$ cat config.mk
export PLATFORM = sky130hd
export DESIGN_NAME = uart_rx_core
export DESIGN_NICKNAME = d
export VERILOG_FILES = /design/src/rtl/uart_rx_core.sv
export SDC_FILE = /design/constraint.sdc
export NUM_CORES = 1
export LEC_CHECK = 0
export BUFFER_PORTS_ARGS = -buffer_cell sky130_fd_sc_hd__buf_4
export CELL_PAD_IN_SITES_DETAIL_PLACEMENT = 1
export CELL_PAD_IN_SITES_GLOBAL_PLACEMENT = 1
export CORE_AREA = 5 5 71 73
export CTS_BUF_LIST = sky130_fd_sc_hd__clkbuf_2
export DETAILED_ROUTE_END_ITERATION = 12
export DIE_AREA = 0 0 76 78
export GPL_TIMING_DRIVEN = 0
export PLACE_DENSITY_LB_ADDON = 0.05
export SLEW_MARGIN = 10
export SYNTH_ARGS = -nofsm -noshare
export SYNTH_HDL_FRONTEND = slang
export SYNTH_SLANG_ARGS = --single-unit
$ cat constraint.sdc
create_clock -name CLK -period 2.1 [get_ports CLK]
set_clock_uncertainty 0.1 [all_clocks]
set_input_delay 0.42 -clock CLK [delete_from_list [all_inputs] [get_ports CLK]]
set_output_delay 0.42 -clock CLK [all_outputs]
set_load 0.05 [all_outputs]
$ cat src/rtl/uart_rx_core.sv
// UART receiver: 2-flop synchronized input, oversampled bit timing with 2-of-3 majority
// voting, optional even/odd parity, and one-cycle result pulses after each stop bit.
module uart_rx_core #(
  parameter int DATA_WIDTH = 8,
  parameter int OVERSAMPLE = 8
) (
  input  logic                  CLK,
  input  logic                  RST,
  input  logic                  RX_IN,
  input  logic                  PAR_EN,
  input  logic                  PAR_TYP,
  output logic [DATA_WIDTH-1:0] P_DATA,
  output logic                  DATA_VALID,
  output logic                  PAR_ERR,
  output logic                  STP_ERR,
  output logic                  BUSY
);

  localparam int TW = $clog2(OVERSAMPLE);
  localparam int BW = (DATA_WIDTH > 1) ? $clog2(DATA_WIDTH) : 1;
  localparam logic [TW-1:0] TICK_LAST = TW'(OVERSAMPLE - 1);
  localparam logic [TW-1:0] TICK_S0   = TW'(OVERSAMPLE / 2 - 1);
  localparam logic [TW-1:0] TICK_S1   = TW'(OVERSAMPLE / 2);
  localparam logic [TW-1:0] TICK_DEC  = TW'(OVERSAMPLE / 2 + 1);
  localparam logic [BW-1:0] BIT_LAST  = BW'(DATA_WIDTH - 1);

  typedef enum logic [2:0] {IDLE, START, DATA, PARITY, STOP} state_e;

  state_e                state_q, state_d;
  logic                  sync1_q, sync2_q;
  logic [TW-1:0]         tick_q, tick_d;
  logic [BW-1:0]         bit_cnt_q, bit_cnt_d;
  logic [DATA_WIDTH-1:0] shift_q, shift_d;
  logic                  s0_q, s0_d, s1_q, s1_d;
  logic                  par_en_q, par_en_d, par_typ_q, par_typ_d;
  logic                  par_bad_q, par_bad_d;
  logic                  data_valid_q, data_valid_d;
  logic                  par_err_q, par_err_d;
  logic                  stp_err_q, stp_err_d;
  logic [DATA_WIDTH-1:0] p_data_q, p_data_d;

  logic                  rx_s, maj, at_dec, at_wrap;
  logic [DATA_WIDTH:0]   shift_ext;

  assign rx_s      = sync2_q;
  assign maj       = (s0_q & s1_q) | (s0_q & rx_s) | (s1_q & rx_s);
  assign at_dec    = (tick_q == TICK_DEC);
  assign at_wrap   = (tick_q == TICK_LAST);
  assign shift_ext = {maj, shift_q};

  always_ff @(posedge CLK or posedge RST) begin
    if (RST) begin
      sync1_q      <= 1'b1;
      sync2_q      <= 1'b1;
      state_q      <= IDLE;
      tick_q       <= '0;
      bit_cnt_q    <= '0;
      shift_q      <= '0;
      s0_q         <= 1'b0;
      s1_q         <= 1'b0;
      par_en_q     <= 1'b0;
      par_typ_q    <= 1'b0;
      par_bad_q    <= 1'b0;
      data_valid_q <= 1'b0;
      par_err_q    <= 1'b0;
      stp_err_q    <= 1'b0;
      p_data_q     <= '0;
    end else begin
      sync1_q      <= RX_IN;
      sync2_q      <= sync1_q;
      state_q      <= state_d;
      tick_q       <= tick_d;
      bit_cnt_q    <= bit_cnt_d;
      shift_q      <= shift_d;
      s0_q         <= s0_d;
      s1_q         <= s1_d;
      par_en_q     <= par_en_d;
      par_typ_q    <= par_typ_d;
      par_bad_q    <= par_bad_d;
      data_valid_q <= data_valid_d;
      par_err_q    <= par_err_d;
      stp_err_q    <= stp_err_d;
      p_data_q     <= p_data_d;
    end
  end

  always_comb begin
    state_d   = state_q;
    tick_d    = at_wrap ? '0 : tick_q + 1'b1;
    bit_cnt_d = bit_cnt_q;
    shift_d   = shift_q;
    s0_d      = (tick_q == TICK_S0) ? rx_s : s0_q;
    s1_d      = (tick_q == TICK_S1) ? rx_s : s1_q;
    par_en_d  = par_en_q;
    par_typ_d = par_typ_q;
    par_bad_d = par_bad_q;
    unique case (state_q)
      IDLE: begin
        tick_d = '0;
        // The cycle that first sees the low line is tick 0 of the start bit.
        if (!rx_s) begin
          state_d = START;
          tick_d  = TW'(1);
        end
      end
      START: begin
        if (at_dec) begin
          if (maj) begin
            state_d = IDLE;
            tick_d  = '0;
          end else begin
            par_en_d  = PAR_EN;
            par_typ_d = PAR_TYP;
            par_bad_d = 1'b0;
            bit_cnt_d = '0;
          end
        end else if (at_wrap) begin
          state_d = DATA;
        end
      end
      DATA: begin
        if (at_dec) shift_d = shift_ext[DATA_WIDTH:1];
        if (at_wrap) begin
          if (bit_cnt_q == BIT_LAST) state_d = par_en_q ? PARITY : STOP;
          else                       bit_cnt_d = bit_cnt_q + 1'b1;
        end
      end
      PARITY: begin
        if (at_dec)  par_bad_d = maj ^ (^shift_q) ^ par_typ_q;
        if (at_wrap) state_d   = STOP;
      end
      STOP: begin
        // Leaving half a bit early lets a back-to-back start edge be caught on time.
        if (at_dec) begin
          state_d = IDLE;
          tick_d  = '0;
        end
      end
      default: state_d = IDLE;
    endcase
  end

  always_comb begin
    BUSY         = (state_q != IDLE);
    data_valid_d = (state_q == STOP) && at_dec && maj && !par_bad_q;
    par_err_d    = (state_q == STOP) && at_dec && par_bad_q;
    stp_err_d    = (state_q == STOP) && at_dec && !maj;
    p_data_d     = data_valid_d ? shift_q : p_data_q;
  end

  assign P_DATA     = p_data_q;
  assign DATA_VALID = data_valid_q;
  assign PAR_ERR    = par_err_q;
  assign STP_ERR    = stp_err_q;

endmodule

# [Word level (Yosys, flattened, before mapping)]
# Index checks and enable logic that the tools add are counted.
[totals] out_inout_bits=12 wordCells=87 latch_bits=0 memories=0 mem_bits_rw=0 inputBits=5 ff_bits=35 mem_bits_ro=0
[classes] n_mul=0 n_eq_ne=20 reduce_logical=17 n_bitwise=8 div=0 mux=25 magnitude_cmp=0 addsub=2 n_shift=0
[ops] cell="$mux 3" count=17
[ops] cell="$ne 2x2->1 const B" count=9
[ops] cell="$eq 3x3->1 const B" count=5
[ops] cell="$pmux 3 s5" count=1
[ops] cell="$eq 3x2->1 const B" count=3
[ops] cell="$pmux 3 s3" count=1
[ops] cell="$reduce_xor 8->1" count=1
[ops] cell="$reduce_and 7->1" count=1
[ops] cell="$add 3x1->3 const B" count=2
[ops] cell="$ne 3x3->1 const B" count=2
[ops] cell="$pmux 3 s2" count=1
[ops] cell="$logic_and 1x1->1" count=5
[ops] cell="$reduce_and 5->1" count=1
[ops] cell="$mux 1" count=4
[ops] cell="$reduce_and 4->1" count=1
[ops] cell="$reduce_bool 2->1" count=2
[ops] cell="$and 1x1->1" count=3
[ops] cell="$eq 3x1->1 const B" count=1
[ops] cell="$logic_not 3->1" count=1
[ops] cell="$reduce_and 3->1" count=1
[ops] cell="$reduce_bool 3->1" count=1
[ops] cell="$logic_not 1->1" count=2
[ops] cell="$or 1x1->1" count=2
[ops] cell="$pmux 1 s2" count=1
[ops] cell="3 further kinds" count=4

# [Depth between registers and ports, before layout]
# Gate-level depths: netlist of the first run.
[logic_depth] ltp_word=7 depth_mapped=7 ltp_nobuf=6

# [Worst setup path after synthesis of the first run]
# Ideal clock, no wire load.
[synth_timing] path_kind="register -> register" from="register tick_q[0]" to="register state_q[2]" path_buffers=0 path_slack_ps=177 synth_period_minus_slack_ps=1923 stages_incl_launch_ff=6 t_required_ps=1878 setup_ps=122 arrival_ps=1701 cell_sequence="dfrtp_1 -> ha_1 -> ha_1 -> or3b_2 -> and3_4 -> a32o_1"
[synth_via] elab_chain_cells=3 elab_cells_between_ends=10 classes_between="7 x eq/ne; 2 x mux; 1 x reduce/logical"
[synth_lines] item="from (decl)" line_no="31" rtl="logic [TW-1:0] tick_q, tick_d;"
[synth_lines] item="from (signal assigned)" line_no="72" rtl="tick_q <= tick_d;"
[synth_lines] item="$eq 3x3->1, on equally long branches" line_no="47, 48"
[synth_lines] item="$ne 3x3->1 (no line) (tied with other cells)"
[synth_lines] item="$reduce_and 7->1 (no line) / $pmux 3 s5 (equally long branches)"
[synth_lines] item="to (signal assigned)" line_no="71" rtl="state_q <= state_d;"
[synth_lines] item="to (decl)" line_no="29" rtl="state_e state_q, state_d;"
# Several ways; a longest one is shown, not always the timed one.
# A chain may end at the register's enable or synchronous reset.

# [Worst setup path after layout of the first run]
# Same ends and word-level chain as after synthesis.

==> run metrics, run 1 <==
status finished clean; CP Capture Type flop; Synth Warn # 0; cell taking the most area after synthesis dfrtp_1; Seq cells post-synth 35; CP Launch Type flop; GRT Util Overall 12.0%; number of setup violations in the final report 0; initial antenna violation count 0; Synth Flop Type dfrtp_1; Clk pwr share 15.1%; ANT nets after route 0; worst relative slew slack 51.7%; Post-synth EDFFs 0; IO Count 17; Placement Rows 24; total routed wirelength 3.24 mm; power per cell area 1070 nW/um2; first-pass GRT wire length 5.68 mm; Net Switching 752 uW; Post-DP HPWL 2.40 mm; 1st-iter DRT viols 22; CTS H-Tree Depth 2; vias in the first global route 1138; minimum clock period after layout roughly 2 ns; synth cell count leaders 33 x dfrtp_1, 20 x mux2_2, 7 x ha_1, 7 x inv_1; Worst Setup Path Type reg -> reg; Die ar. around 5900 um2; maximum fanout along the worst path 9; Static Leak 0.000926 uW; post-synth net total 145; Seq pwr share 46.0%; Synth top area share 50.0%; DR WL/cell ~15 um; worst endpoint required time roughly 2.3 ns; Remaining DRCs 0; f_max 498 MHz; CP Data Arrival Time 2.19 ns; unrepaired setup endpoints after global routing no; fraction of layout cells with a size suffix above 1 35.2%; Min Hold Slack between 0.04 and 0.05 ns; grt total ovfl 0; Pre-antenna DRT Iters 4; HP Class in -> async; Sequential Area ~900 um2; nets 170; Slew @ Worst Pin slightly above 0.7 ns; I/O Buffers 16; Tot Pwr 2030 uW; Int Pwr 1280 uW; routed vias/inst 5.15; CTS max path bufs 2; Mapped Cells 133; Async SR Flop Fraction 100%; routability cong. between 0.8 and 0.9; footprint of the multi-input gates 743 um2; fillcell total 475; starting density of the core 38.5%; VDD IR max 565 uV; clock sink count 35; antenna cell count 0; Seq/Total Area, Yosys 53.2%; Syn Std Cell Area roughly 1700 um2; fin crit share 95.6%; Gate power share 38.9%; top-count cell post-synth dfrtp_1; fin. max-slew vios 0; via count 1087; largest net degree at the start of global routing 36; clock root buffer clkbuf_2; core area 4290 um2; Avg Inst Size Synth 12.4 um2; Die Width 76 um; Max-Cap Viols 0; Distinct cells, synth 38; sw frac 37.0%; die height 78 um; Worst-Skew Late Latency between 0.3 and 0.4 ns; Layout area overhead 15.2%; Final Hold Viols 0; synth top area cells dfrtp_1 50%, mux2_2 14%, ha_1 5.3%; CTS Buf Count 5; CTS tree built; Reg clk slew, reported paths about 0.18 ns
-- routing by layer --
layer / GRT usage (%) / vias to the layer above / routed length (um)
met5: 0 / - / 0
met3: 4.40 / 2 / 147
met1: 14.0 / 548 / 1430
met4: 4.27 / 0 / 14
met2: 20.2 / 17 / 1650
li1: - / 520 / -
-- final timing paths --
check,from,end,slack [ns],cells after the start
worst max-delay path,tick_q[0],state_q[2],0.09,5
worst min-delay path,RST,s0_q,0.05,2
worst max register to register,tick_q[0],state_q[2],0.09,5
worst min register to register,sync1_q,rx_s,0.27,0
max in group asynchronous,RST,P_DATA[7],1.39,2
min in group CLK,PAR_EN,par_en_q,0.18,2
-- stage by stage --
step / utilization (%) / std cells / worst slack (ns) / area [um2] / TNS [ns]
after floorplan: - / 133 / 0.177 / 1650 / 0
after global placement: 42.8 / 201 / 0.0438 / 1840 / 0
after detailed placement: 42.8 / 201 / -0.0970 / 1840 / -0.671
after CTS: 43.9 / 210 / 0.0214 / 1890 / 0
after global routing: 44.3 / 211 / 0.0109 / 1900 / 0
final: 44.3 / 211 / 0.0931 / 1900 / 0
-- area by class of cell --
| cell class | instances | area share [%] |
|---|---|---|
| inverters | 7 | 1.38 |
| flip-flops and latches | 35 | 46.2 |
| well taps | 52 | 3.42 |
| repair buffers | 19 | 7.63 |
| clock inverters | 2 | 0.461 |
| multi-input cells | 89 | 39.1 |
| plain buffers | 1 | 0.263 |
| clock buffers | 6 | 1.58 |
-- power groups by stage --
stage          sequential, uW  combinational, uW  clock [uW]
5_1_grt                   964                881         357
2_1_floorplan             914                625           0
6_report                  935                791         307
4_1_cts                   926                800         323
3_5_place_dp              941                793           0
3_3_place_gp              932                761           0
-- timing repair --
item                       in CTS  in global routing
pin swaps                       0                  1
cloned                          0                  0
hold buffers                    0                  1
resized for setup               1                  1
setup buffers                   1                  1
hold endpoints to repair        0                  1
setup endpoints to repair       9                  1
-- cells by family after synthesis --
family | after synthesis | share of synthesized area [%]
flip-flops | 35 | 53.2
AND/OR/NAND/NOR | 33 | 11.4
multiplexers | 20 | 13.6
AO/OA/AOI/OAI | 20 | 8.64
adder cells (fa/ha/maj) | 8 | 5.98
XOR/XNOR | 8 | 5.08
buffers and inverters | 9 | 2.12
-- flip-flops by register name, indices dropped and copies added, names as in the netlist --
name        cells
P_DATA          8
shift_q         8
bit_cnt_q       3
state_q         3
tick_q          3
DATA_VALID      1
PAR_ERR         1
STP_ERR         1
par_bad_q       1
par_en_q        1
par_typ_q       1
rx_s            1
s0_q            1
s1_q            1
sync1_q         1
-- cells in the final DEF (no fill, tap or decap), drive strengths merged, types with 2 or more instances in the layout --
cell,synthesis,layout
a21boi,3,3
a21oi,2,2
a31oi,2,2
buf,0,18
clkbuf,2,7
clkinv,0,2
dfrtp,33,33
dfstp,2,2
ha,7,7
inv,7,7
mux2,20,20
nand2,6,6
nand3,3,3
nand3b,3,3
nor2,4,4
nor2b,5,5
nor3,2,2
o21ai,3,3
o2bb2ai,3,3
or2,2,2
or3,2,2
xnor2,6,6
-- critical path, stage by stage (launching register included) --
cell	delay, ns
dfrtp_1	0.45
ha_1	0.24
ha_2	0.24
or3b_2	0.49
and3_4	0.19
a32o_1	0.20
No activity file was read; power rests on OpenSTA's default activity.
==> run 2, diff against run 1 <==
- ABC_AREA: not set -> 1
- CORE_AREA: 5 5 71 73 -> 5 5 74 76
- DIE_AREA: 0 0 76 78 -> 0 0 79 81
- HOLD_SLACK_MARGIN: not set -> 0.08
==> run 2 against run 1 <==
Compared with the run above:
- largest power group is now combinational logic
- combinational power rose by 23%
- worst setup slack improved by 0.038 ns
- utilization rose by 0.97 points
- power rose by 14%
- first-iteration DRC count rose by 86%
- via count rose by 36%
- register-to-register slack improved by 0.38 ns
- sequential share of layout area fell by 4.5 points
- highest routed layer unchanged
- sequential power fell by 2%
- wire length rose by 19%
==> run metrics, run 2 <==
worst endpoint required time roughly 1.6 ns; Synth Warn # 0; GRT Util Overall 13.8%; Seq/Total Area, Yosys 47.9%; vias in the first global route approximately 1600; largest net degree at the start of global routing 36; CTS H-Tree Depth 2; via count 1475; maximum fanout along the worst path 3; I/O Buffers 16; commonest non-fill, non-tap cell in the layout nand2_1; CP delay by family, top flip-flops; Max-Cap Viols 0; minimum clock period after layout 1.97 ns; Remaining DRCs 0; Reg clk slew, reported paths 0.18 ns; 1st-iter DRT viols just over 40; Async SR Flop Fraction 100%; initial antenna violation count 0; Syn Std Cell Area 1840 um2; Post-synth EDFFs 0; Worst Setup Path Type reg -> out; Slew @ Worst Pin approximately 0.73 ns; fin. max-slew vios 0; HP Class in -> reg; Synth top area share 45.0%; post-synth net total between 200 and 250; DR WL/cell 12.8 um; max incr delay on CP ~0.45 ns; Seq cells post-synth 35; total routed wirelength slightly below 4 mm; f_max 508 MHz; CTS Buf Count 5; synth cell count leaders 70 x nand2_1, 33 x dfrtp_1, 29 x inv_1; worst hold path depth 3; Layout area overhead 14.9%; Cell Count, Final, Fillers Out ~300; Mapped Cells 222; Synth Flop Type dfrtp_1; unrepaired setup endpoints after global routing no; starting density of the core 39.4%; Crit. path cell count 5; fin crit share 93.8%; power per cell area between 1000 and 1500 nW/um2; final instance area 2110 um2; Placement Rows 25; CP Buf/Inv Count 3; CP Data Arrival Time 1.45 ns; CTS tree built; CTS max path bufs 2; Post-DP HPWL just over 3 mm; Final Hold Viols 0; IO Count 17; synth top area cells dfrtp_1 45%, nand2_1 14%, inv_1 5.9%; commonest non-fill, non-tap cells in the layout 70 x nand2_1, 33 x dfrtp_1, 28 x inv_1, 17 x buf_4; first-pass GRT wire length about 6.9 mm; core area 4660 um2; Inst Count DP 292; nets roughly 260; CP max stage cell dfrtp_1; Avg Inst Size Synth between 8 and 9 um2; top-count cell post-synth nand2_1; ANT nets after route 0; CP Capture Type primary output; fraction of layout cells with a size suffix above 1 25.4%; Worst R2R Path Depth 9; Die Width 79 um; grt total ovfl 0; clock sink count 35; CP Launch Type flop; Final TNS setup 0 ns; cell taking the most area after synthesis dfrtp_1; antenna cell count 0; die height 81 um; routed vias/inst 4.88; number of setup violations in the final report 0; routability cong. between 0.8 and 0.9; VDD IR max 476 uV; clock root buffer clkbuf_2; Worst-Skew Late Latency 0.37 ns; Pre-antenna DRT Iters 2; CP Cell Sequence inv_2, nand2_2, nor2_2, inv_1, buf_4; Placed Area 2020 um2; status finished clean; worst relative slew slack roughly 51%; Static Leak 0.00110 uW; Distinct cells, synth 26; Die ar. around 6400 um2
==> run 2: changes by cell type after synthesis, moves of 3 or more <==
cell	change
xnor2_1	-6
nor2b_1	-5
nand2_2	+6
inv_1	+22
nor2_2	+4
o21ai_0	+9
nand2_1	+64
o21ai_2	+10
o21ai_1	+6
inv_2	+6
o2bb2ai_1	-3
nor2_1	+9
nor2_4	+3
mux2_2	-20
==> run 2: worst paths after layout <==
path / startpoint / end / slack [ns]
max: state_q[1] / BUSY / 0.13
min: PAR_TYP / par_typ_q / 0.15
max reg2reg: tick_q[0] / state_q[1] / 0.47
min reg2reg: sync1_q / rx_s / 0.27
max in group asynchronous: RST / par_bad_q / 0.83
min in group asynchronous: RST / shift_q[2] / 0.61
==> run 2: what timing repair did <==
action,4_1_cts,5_1_grt
gates resized for setup,0,1
hold endpoints to repair,27,0
hold buffers,2,0
endpoints found under the setup margin,0,1
setup buffers,0,0
==> run 2: worst reg2reg max path: cells and delay by family, from the launching register on <==
kind / cells / cell delay [ns]
buffers and inverters: 2 / 0.16
AND/OR/NAND/NOR: 6 / 0.58
adder cells (fa/ha/maj): 1 / 0.25
flip-flops: 1 / 0.45
==> run 2: final cells by class <==
class | instances | area, um2
fillers | 592 | 2550
repair buffers | 18 | 140
clock buffers | 5 | 25.0
well taps | 54 | 67.6
flip-flops and latches | 35 | 878
clock inverters | 3 | 38.8
plain buffers | 2 | 18.8
multi-input cells | 149 | 805
inverters | 36 | 136
==> run 2: power breakdown <==
part / leakage (uW) / total, uW / internal, uW / switching, uW
Sequential: 0.000461 / 916 / 802 / 114
Clock: 0.0000404 / 425 / 196 / 229
Combinational: 0.000600 / 976 / 333 / 642
Total: 0.00110 / 2320 / 1330 / 986
==> run 2: stage by stage <==
step	hold WS (ns)	util (%)	setup slack, ns	power [uW]
after floorplan	0.245	-	0.565	1680
after global placement	0.249	43.4	0.279	1870
after detailed placement	0.249	43.4	0.467	1920
after CTS	0.114	45.2	0.0345	2360
after global routing	0.0917	45.3	0.0104	2540
final	0.149	45.3	0.131	2320
==> run 2: cell families (layout without fill, tap and decap cells) <==
kind of cell	count (synthesis)	count (layout)	synth area share, %
and+or+nand+nor	107	107	27.1
DFF	35	35	47.9
buffers and inverters	38	64	8.45
AOI/OAI and AO/OA	35	35	11.9
adders and majority gates	7	7	4.77
==> run 2: routing by layer <==
layer | vias up | track usage (%) | routed length [um]
met5 | - | 0 | 0
met4 | 0 | 4.98 | 68
met3 | 6 | 3.88 | 131
met2 | 22 | 27.0 | 2110
met1 | 714 | 13.8 | 1560
li1 | 733 | - | -
